File: src/rtl/ula_pkg.sv
// Shared ULA definitions: operand width and divider FSM states.
// Imported by the divider datapath and its subtractor.
package ula_pkg;

    localparam int WIDTH = 4;
    localparam int ITER  = 4;

    typedef enum logic [1:0] {
        IDLE = 2'd0,
        CALC = 2'd1,
        DONE = 2'd2
    } div_state_t;

endpackage

File: src/rtl/subtrator_4bits.sv
// 4-bit ripple borrow subtractor: dif = A - B - Bin.
// Bout is the borrow out of the MSB stage.
module subtrator_4bits
    import ula_pkg::*;
(
    input  logic [WIDTH-1:0] A,
    input  logic [WIDTH-1:0] B,
    input  logic             Bin,
    output logic [WIDTH-1:0] dif,
    output logic             Bout
);

    logic borrow;

    // Full-subtractor chain, LSB first
    always_comb begin
        borrow = Bin;
        dif    = '0;
        for (int i = 0; i < WIDTH; i++) begin
            dif[i] = A[i] ^ B[i] ^ borrow;
            borrow = (~A[i] & B[i]) | (~(A[i] ^ B[i]) & borrow);
        end
        Bout = borrow;
    end

endmodule

File: src/rtl/divisor_sequencial_4bits.sv
// Restoring 4-bit unsigned divider, one trial subtraction per clock.
// start/done handshake; all outputs registered.
module divisor_sequencial_4bits
    import ula_pkg::*;
#(
    parameter int W  = WIDTH,
    parameter int IT = ITER
) (
    input  logic         clk,
    input  logic         rst_n,
    input  logic         start,
    input  logic [W-1:0] A,
    input  logic [W-1:0] B,
    output logic         busy,
    output logic         done,
    output logic [W-1:0] quociente,
    output logic [W-1:0] resto,
    output logic         erro_div0
);

    localparam int CW = $clog2(IT);
    localparam logic [CW-1:0] LAST = CW'(IT - 1);

    div_state_t   state_q, state_d;
    logic [CW-1:0] count_q, count_d;
    logic [W-1:0] rem_q, rem_d;
    logic [W-1:0] dq_q, dq_d;
    logic [W-1:0] div_q, div_d;
    logic [W-1:0] quo_q, quo_d;
    logic [W-1:0] res_q, res_d;
    logic         busy_q, busy_d;
    logic         done_q, done_d;
    logic         err_q, err_d;

    logic [W-1:0] shifted;
    logic [W-1:0] dif;
    logic         bout;
    logic         take;

    assign shifted = {rem_q[W-2:0], dq_q[W-1]};

    subtrator_4bits u_sub (
        .A    (shifted),
        .B    (div_q),
        .Bin  (1'b0),
        .dif  (dif),
        .Bout (bout)
    );

    // A set MSB means the shifted value exceeds 4 bits, so it always fits;
    // mod-16 wrap of dif still yields the correct remainder.
    assign take = rem_q[W-1] | ~bout;

    // Next-state and next-output logic for the divider FSM
    always_comb begin
        state_d = state_q;
        count_d = count_q;
        rem_d   = rem_q;
        dq_d    = dq_q;
        div_d   = div_q;
        quo_d   = quo_q;
        res_d   = res_q;
        err_d   = err_q;
        busy_d  = 1'b0;
        done_d  = 1'b0;
        unique case (state_q)
            IDLE: begin
                if (start) begin
                    dq_d    = A;
                    div_d   = B;
                    rem_d   = '0;
                    count_d = '0;
                    err_d   = (B == '0);
                    busy_d  = 1'b1;
                    state_d = CALC;
                end
            end
            CALC: begin
                busy_d  = 1'b1;
                rem_d   = take ? dif : shifted;
                dq_d    = {dq_q[W-2:0], take};
                count_d = count_q + 1'b1;
                if (count_q == LAST) begin
                    busy_d  = 1'b0;
                    state_d = DONE;
                end
            end
            DONE: begin
                done_d  = 1'b1;
                quo_d   = dq_q;
                res_d   = rem_q;
                state_d = IDLE;
            end
            default: state_d = IDLE;
        endcase
    end

    // State and registered outputs, cleared asynchronously
    always_ff @(posedge clk or negedge rst_n) begin
        if (!rst_n) begin
            state_q <= IDLE;
            count_q <= '0;
            rem_q   <= '0;
            dq_q    <= '0;
            div_q   <= '0;
            quo_q   <= '0;
            res_q   <= '0;
            err_q   <= 1'b0;
            busy_q  <= 1'b0;
            done_q  <= 1'b0;
        end else begin
            state_q <= state_d;
            count_q <= count_d;
            rem_q   <= rem_d;
            dq_q    <= dq_d;
            div_q   <= div_d;
            quo_q   <= quo_d;
            res_q   <= res_d;
            err_q   <= err_d;
            busy_q  <= busy_d;
            done_q  <= done_d;
        end
    end

    assign busy      = busy_q;
    assign done      = done_q;
    assign quociente = quo_q;
    assign resto     = res_q;
    assign erro_div0 = err_q;

endmodule
File: config.mk
export PLATFORM = sky130hd
export DESIGN_NAME = divisor_sequencial_4bits
export DESIGN_NICKNAME = d
export VERILOG_FILES = /design/src/rtl/ula_pkg.sv /design/src/rtl/subtrator_4bits.sv /design/src/rtl/divisor_sequencial_4bits.sv
export SDC_FILE = /design/constraint.sdc
export NUM_CORES = 1
export LEC_CHECK = 0
export BUFFER_PORTS_ARGS = -buffer_cell sky130_fd_sc_hd__buf_2
export CAP_MARGIN = 0
export CORE_MARGIN = 1
export CORE_UTILIZATION = 57
export DETAILED_ROUTE_END_ITERATION = 8
export PLACE_DENSITY = 0.91
export REMOVE_ABC_BUFFERS = 1
export SLEW_MARGIN = 20
export SYNTH_ARGS = -nofsm -noshare
export SYNTH_HDL_FRONTEND = slang
export SYNTH_SLANG_ARGS = --single-unit
export TNS_END_PERCENT = 10
File: constraint.sdc
create_clock -name clk -period 4.25 [get_ports clk]
set_clock_uncertainty 0.15 [all_clocks]
set_input_delay 0.425 -clock clk [delete_from_list [all_inputs] [get_ports clk]]
set_output_delay 0.425 -clock clk [all_outputs]
set_load 0.05 [all_outputs]
Word level (Yosys, flattened, before mapping)

Index checks and enable logic that the tools add are counted.

Bits in registers: 27
Bits of input ports: 11
Logic and storage cells: 62

$add $sub $neg: 1
Equality and inequality tests: 5
Muxes and demuxes: 14
Bitwise logic cells: 26
Reduce and logical (&&, ||, !) cells: 6

Operators with widths:

| cell                | count |
|---|---|
| $pmux 4 s2          | 2 |
| $mux 4              | 3 |
| $not 1->1           | 8 |
| $pmux 2 s2          | 2 |
| $and 1x1->1         | 7 |
| $xor 1x1->1         | 7 |
| $mux 2              | 3 |
| $reduce_and 2->1    | 3 |
| $eq 2x2->1 const B  | 2 |
| $logic_not 4->1     | 1 |
| $ne 2x2->1 const B  | 2 |
| $or 1x1->1          | 4 |
| $mux 1              | 3 |
| $add 2x1->2 const B | 1 |
| $eq 2x1->1 const B  | 1 |
| $logic_not 2->1     | 1 |
| $pmux 1 s2          | 1 |
| $reduce_bool 2->1   | 1 |

Depth between registers and ports, before layout

Gate-level depths: netlist (run 1).

Depth after elaboration: 12
Mapped depth: 9
Gate-level depth less buffers: 8

Cells and area by module

From an unflattened synthesis (run 1), not the netlist that was laid out.

Cells, all modules: 104
Area total of the unflattened synthesis: 1244.9 sq um

By module, submodules not included:

| module                   | instances | cells an instance | area an instance (sq um) | sequential area each (sq um) |
|---|---|---|---|---|
| divisor_sequencial_4bits | 1         | 90                | 1127.3                   | 675.6 |
| subtrator_4bits          | 1         | 14                | 117.6                    | 0.0 |

Worst setup path before layout (run 1)

No wires, ideal clock.

Path type: flip-flop to flip-flop
Start: register dq_q[3]
End: register rem_q[1]
Arrival: 2.265 ns
Data required time: 3.979 ns
Path slack: 1.714 ns
Stages on the path, launching flop included: 10
Path buffers: 1
Clock period less this slack: 2.536 ns
Cell sequence: dfrtp_1 inv_1 ha_1 fa_1 fa_1 fa_1 nor2b_1 buf_2 mux2i_1 a22o_1

Longest elaborated chain between the ends: 12

Ends and longest elaborated chain:

| what                   | RTL line                        | RTL |
|---|---|---|
| from (decl)            | divisor_sequencial_4bits.sv:27  | `logic [W-1:0] dq_q, dq_d;` |
| from (signal assigned) | divisor_sequencial_4bits.sv:115 | `dq_q <= dq_d;` |
| $not 1->1 (*)          | subtrator_4bits.sv:21           | `borrow = (~A[i] & B[i]) \| (~(A[i] ^ B[i]) & borrow);` |
| $and 1x1->1 (*)        | subtrator_4bits.sv:21           |  |
| $and 1x1->1            | subtrator_4bits.sv:21           |  |
| $or 1x1->1             | subtrator_4bits.sv:21           |  |
| $and 1x1->1            | subtrator_4bits.sv:21           |  |
| $or 1x1->1             | subtrator_4bits.sv:21           |  |
| $and 1x1->1            | subtrator_4bits.sv:21           |  |
| $or 1x1->1             | subtrator_4bits.sv:21           |  |
| $not 1->1              | divisor_sequencial_4bits.sv:52  | `assign take = rem_q[W-1] \| ~bout;` |
| $or 1x1->1             | divisor_sequencial_4bits.sv:52  |  |
| $mux 4 (*)             | divisor_sequencial_4bits.sv:80  | `rem_d = take ? dif : shifted;` |
| $pmux 4 s2 (*)         | divisor_sequencial_4bits.sv:66  | `unique case (state_q)` |
| to (signal assigned)   | divisor_sequencial_4bits.sv:114 | `rem_q <= rem_d;` |
| to (decl)              | divisor_sequencial_4bits.sv:26  | `logic [W-1:0] rem_q, rem_d;` |

Mark *: on every way between the ends. The rest lies on a longest branch, timed or not.
A chain may end at the register's enable or synchronous reset.

Worst setup path in the final report (run 1)

Same ends and word-level chain as after synthesis.

==> impl_summary.log, run 1 <==
[metrics] PostCTS Resize Cnt: 0
[metrics] hold path startpoint: B[3]
[metrics] setup slack of the worst register-to-register path: 1.61 ns
[metrics] fraction of synthesized cell area taken by the top area cell type: 55.6%
[metrics] pin slew with the least headroom to its limit: 0.594 ns
[metrics] leakage component of the power: 0.000669 uW
[metrics] hold worst-path end: div_q[3]
[metrics] largest area contributor in the netlist: sky130_fd_sc_hd__dfrtp_1
[metrics] Post-synth EDFFs: 0
[metrics] routed length per placed instance: 14.4 microns
[metrics] Avg Inst Size Synth: 12.7 sq um
[metrics] outcome: completed
[metrics] maximum fanout count along the critical path: 5
[metrics] gate count of the mapped netlist: 96
[metrics] pwr/cell area: 880 nW/um^2
[metrics] Filler cells: 164
[metrics] port buffer count: 21
[metrics] full die area: 2320 sq um
[metrics] Initial Utilization: 61.4%
[metrics] Bufs and invs on worst path: 1
[metrics] DRC violation count after routing: 0
[metrics] number of CTS-inserted buffers: 3
[metrics] fmax: 378 MHz
[metrics] maximum buffer depth of the clock tree: 2
[metrics] half-perimeter wire length after placement: 1550 microns
[metrics] post-route ant nets: 0
[metrics] wire length of the first global-routing pass: 3350 microns
[metrics] setup repair after global routing missed its margin: no
[metrics] total global routing track utilization: 20.9%
[metrics] worst setup slack after layout: 1.61 ns
[metrics] classification of the worst setup path: flip-flop to flip-flop
[metrics] count of synthesis-stage warnings from yosys: 0
[metrics] Die Ht: 48.2 microns
[metrics] Worst path most repeated cell: sky130_fd_sc_hd__fa_1
[metrics] arrival time at the worst endpoint: 2.72 ns
[metrics] total stage count of the critical path: 8
[metrics] top library cells by usage in the layout, fill and taps aside: sky130_fd_sc_hd__dfrtp_1 (27), sky130_fd_sc_hd__buf_2 (21), sky130_fd_sc_hd__inv_1 (7), sky130_fd_sc_hd__o22ai_1 (7)
[metrics] cell area after synthesis: 1220 sq um
[metrics] largest net degree at the start of global routing: 28
[metrics] Diodes inserted: 0
[metrics] number of register bits inferred by synthesis: 27
[metrics] CTS Sinks: 27
[metrics] commonest non-fill, non-tap cell in the layout: sky130_fd_sc_hd__dfrtp_1
[metrics] startpoint kind of the worst setup timing path: flip-flop
[metrics] CTS tree: done
[metrics] final critical delay including setup and external delays: 2.64 ns
[metrics] clock root buffer: sky130_fd_sc_hd__clkbuf_4
[metrics] depth of the CTS H-tree: 1
[metrics] max_cap viols: 0
[metrics] Iteration-0 DRC Markers: 10
[metrics] total count of hold-check failures in the final report: 0
[metrics] Post-CTS Hold Fix Bufs: 1
[metrics] worst path cell trace: inv_1, ha_1, fa_1, fa_1, fa_1, nor2b_1, mux2i_1, a22o_1
[metrics] Netlist cell types: 27
[metrics] Min-Delay Path Class: primary input to flip-flop
[metrics] die span in x: 48.2 microns
[metrics] worst-path cell with the longest stage delay: sky130_fd_sc_hd__fa_1
[metrics] count of final setup violators: 0
[metrics] number of pins exceeding their max-slew limit in the final report: 0
[metrics] Post-Place Worst Slack: 1.66 ns
[metrics] standard cell core area: 1980 sq um
[metrics] Worst Reg-to-Reg Cells: 8
[metrics] number of placed I/O pins: 22
[metrics] end of the worst register-to-register path: rem_q[1]
[metrics] prevailing post-synth register cell: sky130_fd_sc_hd__dfrtp_1
[metrics] Slew HR: 60.4%
[metrics] layout overhead on the synthesized area: 13.1%
[metrics] count of cells along the worst hold path: 2
[metrics] Critical R2R Launch: dq_q[3]
[metrics] ratio of routed vias to standard cells: 5.68
[metrics] placer's final routability congestion estimate: 0.726
[metrics] vias in the first global route: 789
[metrics] number of rows in the core area: 16
[metrics] wire length reported by the detailed router: 2100 microns
[metrics] via total after detailed routing: 829
[metrics] sequential-to-total area share from yosys stat: 55.6%
[metrics] fin nets: 136
[metrics] number of iterations in the first detailed-routing pass: 4
[metrics] critical path's largest stage delay: 0.40 ns
[metrics] setup TNS after final layout: 0 ns
[metrics] grt total ovfl: 0
[metrics] share of post-route cells with drive strength above 1: 31.1%
[metrics] setup fix buffers added after clock tree synthesis: 0
[metrics] antenna violations before repair: 0
[metrics] CP top delay family: adder cells
[metrics] Peak supply drop: 0.467 mV
[metrics] CP Capture Type: flip-flop
[metrics] clock latency of the later-clocked register in the worst-skew pair: 0.32 ns
[metrics] Final Cycle Share: 62.2%
[metrics] crit path from: dq_q[3]
[metrics] CP Data Required Time: 4.33 ns
[metrics] largest cells by area after synthesis: sky130_fd_sc_hd__dfrtp_1 (56%), sky130_fd_sc_hd__mux2_2 (5.6%), sky130_fd_sc_hd__fa_1 (4.9%)
[metrics] Clock transition at path regs: 0.14 ns
[metrics] Post-synth ARST share: 100%
[metrics] post-layout util: 69.4%
[cells in the mapped netlist (3+ instances only)]
master / n
sky130_fd_sc_hd__nor2_1: 3
sky130_fd_sc_hd__mux2i_1: 3
sky130_fd_sc_hd__a21oi_1: 3
sky130_fd_sc_hd__mux2_2: 6
sky130_fd_sc_hd__o22ai_1: 7
sky130_fd_sc_hd__nand2_1: 6
sky130_fd_sc_hd__dfrtp_1: 27
sky130_fd_sc_hd__inv_1: 7
sky130_fd_sc_hd__a22o_1: 4
sky130_fd_sc_hd__o21ai_0: 6
sky130_fd_sc_hd__fa_1: 3
[power by group]
part | internal (uW) | switching, uW | total, uW | leakage, uW
clock | 35.2 | 73.6 | 109 | 0.0000177
combinational | 255 | 387 | 642 | 0.000325
sequential | 376 | 83.1 | 459 | 0.000326
total | 666 | 544 | 1210 | 0.000669
[worst max path at each step]
| stage | endpoint |
|---|---|
| 2_1_floorplan | rem_q[0] |
| 3_3_place_gp | rem_q[2] |
| 3_5_place_dp | rem_q[0] |
| 4_1_cts | rem_q[1] |
| 5_1_grt | rem_q[2] |
| 6_report | rem_q[1] |
[area by class of cell]
cell class / instances / area (sq um) / share of cell area, %
flip-flops and latches: 27 / 676 / 49.1
clock buffers: 3 / 22.5 / 1.64
well taps: 27 / 33.8 / 2.46
inverters: 7 / 26.3 / 1.91
repair buffers: 22 / 115 / 8.37
clock inverters: 1 / 5.00 / 0.364
multi-input cells: 59 / 497 / 36.1
[per-layer routing]
layer	part of all wire (%)	up-vias	wire length [microns]	GRT usage, %
met5	0	-	0	0
met2	52	18	1090	37.6
met4	1.2	0	25	6.67
li1	-	385	-	-
met1	44	422	932	25.5
met3	2.5	4	53	3.33
[flip-flops by register name, indices dropped and copies added, names as in the netlist]
signal     flops
resto          4
state_q        2
rem_q          4
div_q          4
quociente      4
count_q        2
erro_div0      1
done           1
dq_q           4
busy           1
[worst reg2reg max path, stage by stage, from the launching register on]
cell and delay (ns):
sky130_fd_sc_hd__dfrtp_1 0.37, sky130_fd_sc_hd__inv_1 0.07, sky130_fd_sc_hd__ha_1 0.21, sky130_fd_sc_hd__fa_1 0.38, sky130_fd_sc_hd__fa_1 0.40, sky130_fd_sc_hd__fa_1 0.40
sky130_fd_sc_hd__nor2b_1 0.22, sky130_fd_sc_hd__mux2i_1 0.14, sky130_fd_sc_hd__a22o_1 0.21
[metrics by stage]
stage	hold slack [ns]	power (uW)	cell area (sq um)	std cells
finish	0.177	1210	1380	146
detailed placement	0.312	1110	1340	141
floorplan	-0.0206	958	1200	93
global placement	0.297	1070	1340	141
CTS	0.173	1220	1380	146
global route	0.182	1300	1380	146
[cell families (layout without fill, tap and decap cells)]
family	count (synthesis)	after routing	synth area share, %
simple gates	17	17	8.54
mux	12	12	11.1
compound gates	25	25	14.2
buf+inv	10	33	3.60
flops	27	27	55.6
fa+ha+maj	5	5	7.00
(Power assumes the default switching activity.)
==> run 2: changes to the inputs <==
--- a/config.mk
+++ b/config.mk
@@ -8,9 +8,9 @@
 export BUFFER_PORTS_ARGS = -buffer_cell sky130_fd_sc_hd__buf_2
 export CAP_MARGIN = 0
 export CORE_MARGIN = 1
-export CORE_UTILIZATION = 57
+export CORE_UTILIZATION = 53
 export DETAILED_ROUTE_END_ITERATION = 8
-export PLACE_DENSITY = 0.91
+export PLACE_DENSITY = 0.86
 export REMOVE_ABC_BUFFERS = 1
 export SLEW_MARGIN = 20
 export SYNTH_ARGS = -nofsm -noshare
==> constraint.sdc (replaced) <==
create_clock -name clk -period 2.6 [get_ports clk]
set_clock_uncertainty 0.15 [all_clocks]
set_input_delay 0.26 -clock clk [delete_from_list [all_inputs] [get_ports clk]]
set_output_delay 0.26 -clock clk [all_outputs]
set_load 0.05 [all_outputs]
==> run 2 against run 1 <==
  * Sequential cell count did not move
  * Routed wire length rose by 1.5%
  * Sequential power rose by 66%
  * Die area rose by 7.2%
  * Non-clock buffer count rose by 1
  * Combinational power rose by 65%
  * Utilization fell by 1.6 points
  * Sequential share of layout area fell by 0.79 points
  * Critical path type unchanged
  * Largest power group unchanged
  * Highest routed layer unchanged
==> impl_summary.log, run 2 (synthesis results as in run 1) <==
[metrics] outcome: completed
[metrics] standard cell area after detailed placement: 1340 sq um
[metrics] full die area: 2490 sq um
[metrics] placer's final routability congestion estimate: 0.755
[metrics] number of placed I/O pins: 22
[metrics] number of iterations in the first detailed-routing pass: 4
[metrics] largest net degree at the start of global routing: 28
[metrics] die span in x: 49.9 microns
[metrics] number of CTS-inserted buffers: 3
[metrics] DRC violation count after routing: 0
[metrics] cell area after layout: 1400 sq um
[metrics] standard cell core area: 2060 sq um
[metrics] pwr/cell area: 1430 nW/um^2
[metrics] antenna violations before repair: 0
[metrics] Clock transition at path regs: 0.14 ns
[metrics] wire length of the first global-routing pass: 3770 microns
[metrics] classification of the worst setup path: flip-flop to flip-flop
[metrics] leakage component of the power: 0.000678 uW
[metrics] total count of hold-check failures in the final report: 0
[metrics] ratio of routed vias to standard cells: 5.47
[metrics] count of final setup violators: 0
[metrics] post-layout total power: 2010 uW
[metrics] wire length reported by the detailed router: 2140 microns
[metrics] Iteration-0 DRC Markers: 10
[metrics] Min-Delay Path Class: primary input to flip-flop
[metrics] setup repair after global routing missed its margin: no
[metrics] number of rows in the core area: 16
[metrics] post-layout util: 67.8%
[metrics] maximum fanout count along the critical path: 5
[metrics] routed length per placed instance: 14.5 microns
[metrics] pin slew with the least headroom to its limit: 0.583 ns
[metrics] area used by sequential logic in the layout: 676 sq um
[metrics] CTS Sinks: 27
[metrics] arrival time at the worst endpoint: 2.56 ns
[metrics] clock root buffer: sky130_fd_sc_hd__clkbuf_4
[metrics] via total after detailed routing: 804
[metrics] maximum buffer depth of the clock tree: 2
[metrics] footprint of the multi-input gates: 509 sq um
[metrics] post-route ant nets: 0
[metrics] Filler cells: 148
[metrics] fin nets: 137
[metrics] clock latency of the later-clocked register in the worst-skew pair: 0.33 ns
[metrics] total global routing track utilization: 20.7%
[metrics] Diodes inserted: 0
[metrics] Initial Utilization: 59.0%
[metrics] half-perimeter wire length after placement: 1570 microns
[metrics] depth of the CTS H-tree: 1
[metrics] setup fix buffers added after clock tree synthesis: 0
[metrics] startpoint kind of the worst setup timing path: flip-flop
[metrics] Final Cycle Share: 94.9%
[metrics] CTS tree: done
[metrics] layout overhead on the synthesized area: 14.9%
[metrics] commonest non-fill, non-tap cell in the layout: sky130_fd_sc_hd__dfrtp_1
[metrics] vias in the first global route: 809
[metrics] grt total ovfl: 0
[metrics] top library cells by usage in the layout, fill and taps aside: sky130_fd_sc_hd__dfrtp_1 (27), sky130_fd_sc_hd__buf_2 (21), sky130_fd_sc_hd__inv_1 (7), sky130_fd_sc_hd__o22ai_1 (7)
[metrics] port buffer count: 21
[metrics] max_cap viols: 0
[metrics] share of post-route cells with drive strength above 1: 33.3%
[metrics] Die Ht: 49.9 microns
[metrics] Slew HR: 61.1%
[metrics] Peak supply drop: 0.774 mV
[metrics] CP Data Required Time: 2.69 ns
[metrics] number of pins exceeding their max-slew limit in the final report: 0
[metrics] setup TNS after final layout: 0 ns
[metrics] CP Capture Type: flip-flop
[metrics] final critical delay including setup and external delays: 2.47 ns
[metrics] fmax: 405 MHz
==> run 2: changes by cell type in the layout (fill, tap and decap cells not counted), sizes merged <==
cell	before	now
dlygate4sd3	1	2
==> run 2: stage by stage <==
| stage | hold slack [ns] | cells | worst slack (ns) |
|---|---|---|---|
| finish | 0.0116 | 147 | 0.134 |
| floorplan | -0.186 | 93 | 0.108 |
| global placement | 0.133 | 141 | 0.0494 |
| CTS | 0.00378 | 147 | 0.00995 |
| detailed placement | 0.145 | 141 | -0.0248 |
| global route | 0.00219 | 147 | 0.0358 |
==> run 2: where the power goes <==
part           leakage [uW]  internal [uW]  switching (uW)
registers          0.000326            614             147
logic              0.000333            434             626
clock network     0.0000177           57.9             126
total              0.000678           1110             899
==> run 2: what timing repair did <==
item,4_1_cts,5_1_grt
resized for setup,1,3
hold endpoints to repair,28,0
setup endpoints to repair,3,5
hold buffers,2,0
==> run 2: layout make-up <==
cell class	instances	share of cell area, %
inverter	7	1.88
timing repair buffer	23	8.95
sequential	27	48.3
clock inverter	1	0.358
multi-input combinational	59	36.4
clock buffer	3	1.61
tap	27	2.42
==> run 2: worst paths after layout <==
path                               start  endpoint  slack, ns  depth (start not counted)
min in group asynchronous          rst_n   dq_q[0]       0.29                          2
worst max register to register   dq_q[3]  rem_q[0]       0.13                          8
worst max-delay path             dq_q[3]  rem_q[0]       0.13                          8
worst min-delay path                B[0]  div_q[0]       0.01                          2
worst min register to register  resto[0]  resto[0]       0.35                          2
max in group asynchronous          rst_n      busy       1.63                          2
==> run 2: worst max-delay path, stage by stage (launching register included) <==
cell and delay (ns):
sky130_fd_sc_hd__dfrtp_1 0.38, sky130_fd_sc_hd__inv_1 0.07, sky130_fd_sc_hd__ha_1 0.21, sky130_fd_sc_hd__fa_1 0.38, sky130_fd_sc_hd__fa_2 0.35, sky130_fd_sc_hd__fa_2 0.35, sky130_fd_sc_hd__nor2b_4 0.16, sky130_fd_sc_hd__mux2i_1 0.12
sky130_fd_sc_hd__a22o_1 0.20
==> run 2: per-layer routing <==
layer | share of wire, % | vias up | track usage (%)
li1 | - | 391 | -
met1 | 49 | 388 | 28.2
met2 | 45 | 20 | 32.0
met3 | 3.0 | 5 | 3.70
met4 | 2.0 | 0 | 10.0
met5 | 0 | - | 0
